==> config.mk <==
export PLATFORM = sky130hd
export DESIGN_NAME = mips_debug_unit
export DESIGN_NICKNAME = d
export VERILOG_FILES = /design/src/rtl/mips_debug_unit.sv
export SDC_FILE = /design/constraint.sdc
export NUM_CORES = 1
export LEC_CHECK = 0
export CORE_ASPECT_RATIO = 0.7
export CORE_UTILIZATION = 45
export DETAILED_ROUTE_END_ITERATION = 8
export GPL_ROUTABILITY_DRIVEN = 0
export PLACE_DENSITY = 0.78
export SLEW_MARGIN = 25
export SYNTH_ARGS = -nofsm -noshare
export SYNTH_HDL_FRONTEND = slang
export SYNTH_SLANG_ARGS = --single-unit
==> constraint.sdc <==
create_clock -name clk -period 26.5 [get_ports clk]
set_input_delay 5.3 -clock clk [delete_from_list [all_inputs] [get_ports clk]]
set_output_delay 5.3 -clock clk [all_outputs]
set_load 0.005 [all_outputs]
==> src/rtl/mips_debug_unit.sv <==
// Host-driven debug controller: loads instruction words, runs or steps the core,
// then snapshots PC, cycle count and pipeline latches and streams them out byte-wise.
module mips_debug_unit #(
  parameter int len_data = 32,
  parameter int len_addr = 8,
  parameter int n_latch  = 4
) (
  input  logic                        clk,
  input  logic                        reset,
  input  logic [7:0]                  in_byte,
  input  logic                        in_valid,
  output logic                        in_ready,
  output logic [7:0]                  out_byte,
  output logic                        out_valid,
  input  logic                        out_ready,
  output logic                        cpu_enable,
  output logic                        debug_flag,
  output logic [len_addr-1:0]         out_addr_mem_inst,
  output logic [len_data-1:0]         out_ins_to_mem,
  output logic                        wea_ram_inst,
  input  logic [len_addr-1:0]         in_pc,
  input  logic                        in_halt_flag,
  input  logic [n_latch*len_data-1:0] in_latches
);

  localparam int nbytes      = len_data / 8;
  localparam int frame_bytes = (2 + n_latch) * nbytes;
  localparam int frame_w     = frame_bytes * 8;
  localparam int bw          = $clog2(nbytes) + 1;
  localparam int dw          = $clog2(frame_bytes) + 1;

  typedef enum logic [2:0] {
    IDLE, LOAD_CNT, LOAD_DATA, LOAD_WRITE, RUN, STEP, SNAP, DUMP
  } state_t;

  state_t               state, state_nx;
  logic [7:0]           word_n;
  logic [7:0]           words_done;
  logic [len_addr-1:0]  word_idx;
  logic [bw-1:0]        byte_cnt;
  logic [len_data-1:0]  ins_word;
  logic [len_data-1:0]  cycle_cnt;
  logic [frame_w-1:0]   frame;
  logic [frame_w-1:0]   snap_frame;
  logic [dw-1:0]        dump_cnt;
  logic                 accept;
  logic                 last_data_byte;
  logic                 last_dump_byte;

  assign accept            = in_valid && in_ready;
  assign last_data_byte    = (byte_cnt == bw'(nbytes - 1));
  assign last_dump_byte    = (dump_cnt == dw'(frame_bytes - 1));
  assign out_byte          = frame[frame_w-1 -: 8];
  assign out_ins_to_mem    = ins_word;
  assign out_addr_mem_inst = word_idx;

  always_ff @(posedge clk or posedge reset) begin
    if (reset) state <= IDLE;
    else       state <= state_nx;
  end

  always_comb begin
    state_nx = state;
    case (state)
      IDLE: if (accept) begin
        case (in_byte)
          8'h4C:   state_nx = LOAD_CNT;
          8'h43:   state_nx = RUN;
          8'h53:   state_nx = STEP;
          default: state_nx = IDLE;
        endcase
      end
      LOAD_CNT:   if (accept) state_nx = (in_byte == 8'd0) ? IDLE : LOAD_DATA;
      LOAD_DATA:  if (accept && last_data_byte) state_nx = LOAD_WRITE;
      LOAD_WRITE: state_nx = (words_done + 8'd1 == word_n) ? IDLE : LOAD_DATA;
      RUN:        if (in_halt_flag) state_nx = SNAP;
      STEP:       state_nx = SNAP;
      SNAP:       state_nx = DUMP;
      DUMP:       if (out_ready && last_dump_byte) state_nx = IDLE;
      default:    state_nx = IDLE;
    endcase
  end

  always_comb begin
    in_ready     = 1'b0;
    cpu_enable   = 1'b0;
    debug_flag   = 1'b0;
    wea_ram_inst = 1'b0;
    out_valid    = 1'b0;
    case (state)
      IDLE, LOAD_CNT: in_ready = 1'b1;
      LOAD_DATA: begin
        in_ready   = 1'b1;
        debug_flag = 1'b1;
      end
      LOAD_WRITE: begin
        debug_flag   = 1'b1;
        wea_ram_inst = 1'b1;
      end
      RUN, STEP: cpu_enable = 1'b1;
      DUMP:      out_valid  = 1'b1;
      default: ;
    endcase
  end

  // Frame is laid out MSB-first so the dump is a plain left shift: PC, counter, latch 0..n-1.
  always_comb begin
    snap_frame = '0;
    snap_frame[frame_w-1 -: len_data]          = len_data'(in_pc);
    snap_frame[frame_w-1-len_data -: len_data] = cycle_cnt;
    for (int k = 0; k < n_latch; k++)
      snap_frame[(n_latch-1-k)*len_data +: len_data] = in_latches[k*len_data +: len_data];
  end

  always_ff @(posedge clk or posedge reset) begin
    if (reset) begin
      word_n     <= '0;
      words_done <= '0;
      word_idx   <= '0;
      byte_cnt   <= '0;
      ins_word   <= '0;
      cycle_cnt  <= '0;
      frame      <= '0;
      dump_cnt   <= '0;
    end else begin
      if (cpu_enable && cycle_cnt != '1)
        cycle_cnt <= cycle_cnt + len_data'(1);
      case (state)
        LOAD_CNT: if (accept) begin
          word_n     <= in_byte;
          words_done <= '0;
          word_idx   <= '0;
          byte_cnt   <= '0;
        end
        LOAD_DATA: if (accept) begin
          ins_word <= (ins_word << 8) | len_data'(in_byte);
          byte_cnt <= last_data_byte ? '0 : byte_cnt + bw'(1);
        end
        LOAD_WRITE: begin
          word_idx   <= word_idx + len_addr'(1);
          words_done <= words_done + 8'd1;
        end
        SNAP: begin
          frame    <= snap_frame;
          dump_cnt <= '0;
        end
        DUMP: if (out_ready) begin
          frame    <= frame << 8;
          dump_cnt <= dump_cnt + dw'(1);
        end
        default: ;
      endcase
    end
  end

endmodule

# Yosys cells after proc, flatten, opt, wreduce, memory -nomap -nowiden
# Cells that the tools add are included.
# W data, S select, Z words.
word_totals:
  regBits: 292
  in_bits: 149
  output_inout_bits: 53
  wordCells: 79
classes:
  add_sub_neg: 5
  eq_ne: 21
  muxes: 25
  bitwise: 1
  reduce_logical: 18
ops:
  columns: ["operator", "n"]
  rows:
  - ["$pmux W192 S2", 1]
  - ["$mux W192", 1]
  - ["$add A32 B1 Y32 const B", 1]
  - ["$ne A32 B32 Y1 const B", 1]
  - ["$or A32 B8 Y32", 1]
  - ["$pmux W8 S2", 2]
  - ["$eq A8 B7 Y1 const B", 3]
  - ["$mux W3", 8]
  - ["$pmux W3 S8", 1]
  - ["$add A8 B1 Y8 const B", 2]
  - ["$ne A2 B2 Y1 const B", 7]
  - ["$eq A3 B3 Y1 const B", 4]
  - ["$pmux W6 S2", 1]
  - ["$eq A3 B2 Y1 const B", 3]
  - ["$pmux W3 S3", 1]
  - ["$eq A8 B8 Y1", 1]
  - ["$logic_not A8 Y1", 1]
  - ["$mux W8", 1]
  - ["$reduce_and A2 Y1", 4]
  - ["$add A6 B1 Y6 const B", 1]
  - ["$eq A6 B5 Y1 const B", 1]
  - ["$mux W6", 1]
  - ["$pmux W3 S2", 1]
  - ["$reduce_bool A2 Y1", 3]
  - ["10 further kinds", 19]

# Longest topological paths before layout
# Gate-level depths: netlist of the first run.
depth:
  depth_word: 7
  ltp_mapped: 8

# Least setup slack after synthesis of the first run
# OpenSTA, ideal clock, no wires.
synth_timing:
  path_type: "reg-to-output"
  startpoint: "register state[2]"
  endpoint: "output port wea_ram_inst"
  t_arrival_ns: 1.109
  required_ns: 21.200
  path_slack_ns: 20.091
  path_stages_with_launch: 6
  n_path_buf: 2
  path_cell_list: "dfrtp_1 > buf_4 > nor2b_1 > nand2_1 > inv_2 > buf_2"
synth_via:
  elab_chain_cells: 2
synth_rtl:
  columns: ["item", "line", "text"]
  rows:
  - ["from (decl)", "36", "state_t state, state_nx;"]
  - ["from (signal assigned)", "59", "else state <= state_nx;"]
  - ["$eq A3 B2 Y1", "90", "case (state)"]
  - ["$mux W1", "90", null]
  - ["to (decl)", "20", "output logic wea_ram_inst,"]
# Every way passes these cells.

# Worst setup path in the final report of the first run
layout_timing:
  startpoint: "register state[2]"
  endpoint: "output port out_valid"
layout_via:
  elab_chain_cells: 2
layout_rtl:
  columns: ["item", "line", "text"]
  rows:
  - ["$eq A3 B3 Y1", "90", null]
  - ["$mux W1", "90", null]
  - ["to (decl)", "14", "output logic out_valid,"]
# Every way passes these cells.

==> results.py, run 1 <==
metrics = {
    "cells_and_area": {
        "multi_input_area_um2": 5062,
        "fillers": 2346,
        "regArea_um2": 7307,
        "final_cell_mix": "dfrtp_1, nand2_1, clkdlybuf4s50_1",
        "syn_to_final_growth_pct": 24.06,
        "finalNetCount": 1524,
        "drive_above_1_share_pct": 6.551,
        "final_common_cell": "dfrtp_1",
        "fin_cells": 1761,
    },
    "critical_path": {
        "arrival_ns": 2.78,
        "required_ns": 21.20,
        "r2r_slack_ns": 22.71,
        "crit_type": "flop to output pin",
        "critPathCaptureType": "output pin",
        "critPathMaxFanout": 31,
        "start_kind": "flop",
    },
    "yosys": {
        "synth.ff_latch_count": 292,
        "ys_seq_area_share_pct": 56.84,
        "syn_nets": 1376,
        "synth_async_sr_flop_share_pct": 100.0,
        "yosys_warnings": 0,
        "synth_cell_types": 60,
        "synthCells": 1222,
        "netlist_area_um2": 12850,
        "synth-edff-count": 0,
        "ys.flop_type": "dfrtp_1",
        "avgSynthCellArea_um2": 10.52,
    },
    "floorplan": {
        "start_util_pct": 45.99,
        "die_area_um2": 29260,
        "die_x_um": 204.0,
        "dieHeight_um": 143.4,
        "placeableCoreArea_um2": 27950,
        "std_cell_rows": 51,
        "ios": 202,
    },
    "sta": {
        "hold_viol": 0,
        "maxSlewViolCount": 0,
        "slew_headroom_pct": 21.76,
        "fin_crit_ns": 8.082,
        "whs_ns": 0.4815,
        "tns_ns": 0,
        "fin_crit_sh_pct": 30.50,
        "setup_viol": 0,
        "rsz0062_at_grt": "no",
        "worst_pin_slew_ns": 1.174,
        "max_freq_mhz": 123.7,
        "finClkSkew_ns": 0.007015,
    },
    "route": {
        "wl_met2_um": 13040,
        "highest_layer": "met4",
        "wl_met1_um": 14910,
        "antenna_left": 0,
        "routed_wl_um": 30280,
        "via_count": 9589,
        "wire_per_inst_um": 17.20,
        "viasPerCell": 5.445,
        "first_iter_violations": 805,
        "drc": 0,
        "wl_met3_um": 1718,
        "drt-pass1-iter-count": 5,
    },
    "clock_network": {
        "cts_resized": 0,
        "clock_path_buffers": 3,
        "post_cts_buffers": 0,
        "cts_max_level": 1,
        "holdBufCountCts": 0,
        "cts_made_buffers": 30,
        "clk_latency_ns": 0.54,
        "cts_sinks": 292,
        "clkTransAtPathRegs_ns": 0.06,
        "clock-root-buffer": "clkbuf_16",
        "cts_tree": "yes",
    },
    "min_path": {
        "hold_path.class": "flop to flop",
    },
    "global_routing": {
        "grt_max_degree": 262,
        "grt_pass1_wl_um": 49030,
        "grt_pass1_vias": 9185,
        "grt_overflow_total": 0,
        "grt_usage_pct": 20.70,
        "antenna_found_initial": 1,
    },
    "pwr": {
        "irDropWorstVdd_mv": 0.05212,
        "p_leak_uw": 0.006823,
        "powerDensity_nw_per_um2": 85.46,
        "finalPower_uw": 1363,
    },
    "placement": {
        "place_inst": 1709,
        "port_buffers": 201,
        "place_hpwl_um": 19580,
    },
    "job": {
        "cap_viol_max_count": 0,
    },
    "status": {
        "status": "finished, final reports clean",
    },
}
==> cells in the mapped netlist (4+ instances only) <==
library cell    n  share of area [%]
nand3_1        17               0.66
mux2i_1        59                4.6
dfrtp_1       292                 57
buf_2          46                1.8
nand2b_1        5               0.24
mux2_1         16                1.4
nor4_1          4               0.19
nor2_1         30               0.88
mux2_2         17                1.5
xor2_1         22                1.5
buf_4          13               0.76
o21ai_1       166                6.5
o22ai_1       106                5.2
xnor2_1        16                1.1
ha_1            5               0.49
a31oi_1         5               0.24
and2_1          4               0.19
and3_1         11               0.54
inv_1           8               0.23
nor2b_1         6               0.29
nand4_1        17               0.83
and4_1          5               0.34
a21oi_1        10               0.39
nor3_2          5               0.39
a22o_1         38                2.6
nand2_1       209                6.1
o21ai_0        14               0.55
clkbuf_1       32               0.93
==> per-stage QoR <==
| step | utilization (%) | instance area (um^2) | setup slack [ns] |
|---|---|---|---|
| after floorplan | - | 12850 | 13.14 |
| after global routing | 57.06 | 15950 | 18.28 |
| final | 57.06 | 15950 | 18.42 |
| after CTS | 57.05 | 15950 | 18.40 |
| after global placement | 53.58 | 14980 | 18.78 |
| after detailed placement | 53.58 | 14980 | 18.71 |
==> path summary, 6_finish.rpt <==
check	from	to	cells after the start
worst min-delay path	out_addr_mem_inst[7]$_DFFE_PP0P_	out_addr_mem_inst[7]$_DFFE_PP0P_	1
min in group asynchronous	reset	frame[4]$_DFFE_PP0P_	2
worst max-delay path	state[2]$_DFFE_PP0P_	out_valid	3
max in group asynchronous	reset	cycle_cnt[0]$_DFFE_PP0P_	3
worst min register to register	out_addr_mem_inst[7]$_DFFE_PP0P_	out_addr_mem_inst[7]$_DFFE_PP0P_	1
worst max register to register	state[2]$_DFFE_PP0P_	frame[69]$_DFFE_PP0P_	6
==> metal layers <==
layer,global-route usage [%],vias up
met5,0,-
met4,4.753,0
met3,3.560,51
met2,29.86,249
met1,32.21,4628
li1,-,4661
==> flip-flops by register name, summed over array words and instances (netlist names) <==
name	cells
byte_cnt	3
cycle_cnt	32
dump_cnt	6
frame	192
out_addr_mem_inst	8
out_ins_to_mem	32
state	3
word_n	8
words_done	8
==> area by class of cell <==
type | instances | area share [%]
Sequential cell | 292 | 45.82
Multi-Input combinational cell | 827 | 31.74
Timing Repair Buffer | 209 | 13.15
Clock buffer | 46 | 5.719
Tap cell | 371 | 2.911
Clock inverter | 5 | 0.3609
Inverter | 10 | 0.2824
Antenna cell | 1 | 0.01569
==> cells by family (layout without fill, tap and decap cells) <==
group	count (synthesis)	after routing	synth area share, %
muxes	93	93	7.602
and+or+nand+nor	334	334	12.11
DFF	292	292	56.84
adders and majority gates	5	5	0.4867
other	0	1	0
buffers and inverters	103	270	3.835
AOI/OAI and AO/OA	357	357	16.54
xor gates and xnor gates	38	38	2.589
==> power by group <==
part           internal, uW  switching [uW]  total (uW)
Clock                   245             171         415
Combinational           162             134         296
Sequential              566            85.8         651
==> critical path: stages (launching register included) <==
cell             delay [ns]
dfrtp_1                0.61
nand2_2                0.22
nor2_4                 0.71
clkdlybuf4s50_1        0.68
Note: power is estimated with default switching activity, not from simulation.
==> inputs of run 2 (changes only) <==
--- a/config.mk
+++ b/config.mk
@@ -9,7 +9,7 @@
 export CORE_UTILIZATION = 45
 export DETAILED_ROUTE_END_ITERATION = 8
 export GPL_ROUTABILITY_DRIVEN = 0
-export PLACE_DENSITY = 0.78
+export PLACE_DENSITY = 0.8
 export SLEW_MARGIN = 25
 export SYNTH_ARGS = -nofsm -noshare
 export SYNTH_HDL_FRONTEND = slang
==> constraint.sdc (replaced) <==
create_clock -name clk -period 6.6 [get_ports clk]
set_input_delay 1.32 -clock clk [delete_from_list [all_inputs] [get_ports clk]]
set_output_delay 1.32 -clock clk [all_outputs]
set_load 0.005 [all_outputs]
==> run 2 against run 1 <==
  * Sequential power rose to 4.0 times the previous value
  * Design area is essentially flat
  * Die area unchanged
  * Combinational power rose to 4.0 times the previous value
  * Register-to-register slack worse by 19 ns
  * Worst hold slack worse by 0.0012 ns
  * Setup slack lost 16 ns
  * Global-route usage up 0.33 points
  * Sequential cell count unchanged
  * First-iteration DRC count rose by 5.0%
  * Clock skew up 0.0067 ns
  * Via count up 1.3%
==> results.py, run 2 (synthesized netlist as in run 1, its figures left out) <==
metrics = {
    "min_path": {
        "hold_path.class": "flop to flop",
        "worstHoldPathCells": 2,
    },
    "critical_path": {
        "start_kind": "flop",
        "arrival_ns": 2.84,
        "critPathCaptureType": "output pin",
        "required_ns": 5.28,
        "critPathMaxFanout": 162,
        "reg2reg_depth": 5,
        "crit_type": "flop to output pin",
    },
    "clock_network": {
        "clock_path_buffers": 3,
        "cts_resized": 0,
        "holdBufCountCts": 0,
        "clk_latency_ns": 0.54,
        "cts_max_level": 1,
        "cts_made_buffers": 29,
        "clkTransAtPathRegs_ns": 0.06,
        "post_cts_buffers": 0,
        "clock-root-buffer": "clkbuf_16",
        "cts_tree": "yes",
        "cts_sinks": 292,
    },
    "route": {
        "drt-pass1-iter-count": 5,
        "drc": 0,
        "viasPerCell": 5.511,
        "first_iter_violations": 845,
        "routed_wl_um": 30510,
        "via_count": 9716,
        "wire_per_inst_um": 17.31,
        "antenna_left": 0,
    },
    "cells_and_area": {
        "final_cell_mix": "dfrtp_1, nand2_1, clkdlybuf4s50_1",
        "syn_to_final_growth_pct": 23.99,
        "multi_input_area_um2": 5062,
        "regMostFlops": "frame",
        "largest_reg_flops": 192,
        "final_common_cell": "dfrtp_1",
        "final_util_pct": 57.03,
        "regArea_um2": 7307,
        "fillers": 2365,
        "finalNetCount": 1524,
        "fin_cells": 1763,
        "drive_above_1_share_pct": 6.902,
    },
    "pwr": {
        "p_leak_uw": 0.006818,
        "powerDensity_nw_per_um2": 340.8,
        "irDropWorstVdd_mv": 0.2178,
    },
    "global_routing": {
        "grt_pass1_wl_um": 49920,
        "antenna_found_initial": 1,
        "grt_usage_pct": 21.03,
        "grt_max_degree": 218,
        "grt_pass1_vias": 9620,
        "grt_overflow_total": 0,
    },
    "sta": {
        "whs_ns": 0.4803,
        "fin_crit_sh_pct": 62.96,
        "setup_ws_ns": 2.445,
        "max_freq_mhz": 240.7,
        "setup_viol": 0,
        "finClkSkew_ns": 0.01374,
        "worst_pin_slew_ns": 0.9530,
        "hold_viol": 0,
        "fin_crit_ns": 4.155,
        "slew_headroom_pct": 36.47,
        "rsz0062_at_grt": "no",
        "maxSlewViolCount": 0,
        "tns_ns": 0,
    },
    "placement": {
        "port_buffers": 201,
        "place_ws_ns": 2.992,
        "place_inst": 1710,
        "place_hpwl_um": 19990,
    },
    "floorplan": {
        "placeableCoreArea_um2": 27950,
        "die_area_um2": 29260,
        "dieHeight_um": 143.4,
        "start_util_pct": 45.99,
        "die_x_um": 204.0,
        "std_cell_rows": 51,
        "ios": 202,
    },
    "status": {
        "status": "finished, final reports clean",
    },
    "job": {
        "cap_viol_max_count": 0,
    },
}
[run 2: cell types whose count changed in the layout (fill, tap and decap cells not counted), moves of 2 or more]
cell        previous run  this run
clkinv_2               2        10
clkbuf_8               8         6
clkbuf_16             31        29
clkinvlp_4             0         2
clkbuf_1               7         4
[run 2: final timing paths]
kind	start	endpoint	slack, ns
worst max-delay path	state[1]$_DFFE_PP0P_	out_valid	2.44
worst min-delay path	frame[125]$_DFFE_PP0P_	frame[125]$_DFFE_PP0P_	0.48
worst max register to register	state[1]$_DFFE_PP0P_	frame[67]$_DFFE_PP0P_	3.64
worst min register to register	frame[125]$_DFFE_PP0P_	frame[125]$_DFFE_PP0P_	0.48
max in group asynchronous	reset	frame[126]$_DFFE_PP0P_	4.27
min in group asynchronous	reset	frame[4]$_DFFE_PP0P_	1.17
[run 2: layout make-up]
class	count	area share, %
flip-flops and latches	292	45.84
diodes	1	0.01570
inverters	10	0.2590
multi-input cells	827	31.76
well taps	371	2.912
repair buffers	210	13.31
clock buffers	39	5.165
clock inverters	13	0.7379
[run 2: worst max-delay path, cell delays in order, from the launching register on]
cell,delay (ns)
dfrtp_1,0.60
nand2_2,0.21
nor2_4,0.15
buf_12,0.54
clkdlybuf4s50_1,0.65
[run 2: routing by layer]
layer	wire length, um	vias to the layer above	global-route usage (%)
met3	1785	41	4.195
met1	14590	4773	31.37
met5	0	-	0
met2	13680	236	31.51
li1	-	4666	-
met4	459	0	4.870
[run 2: through the flow]
step	total power [uW]	area, um^2
after global routing	5759	15940
after detailed placement	3836	14990
after global placement	3752	14990
after CTS	5490	15930
after floorplan	3269	12860
final	5432	15940
[run 2: report_power, final]
group	total (uW)	switching [uW]	internal, uW
clock network	1630	678	948
logic	1180	533	651
registers	2620	351	2270
total	5430	1560	3870
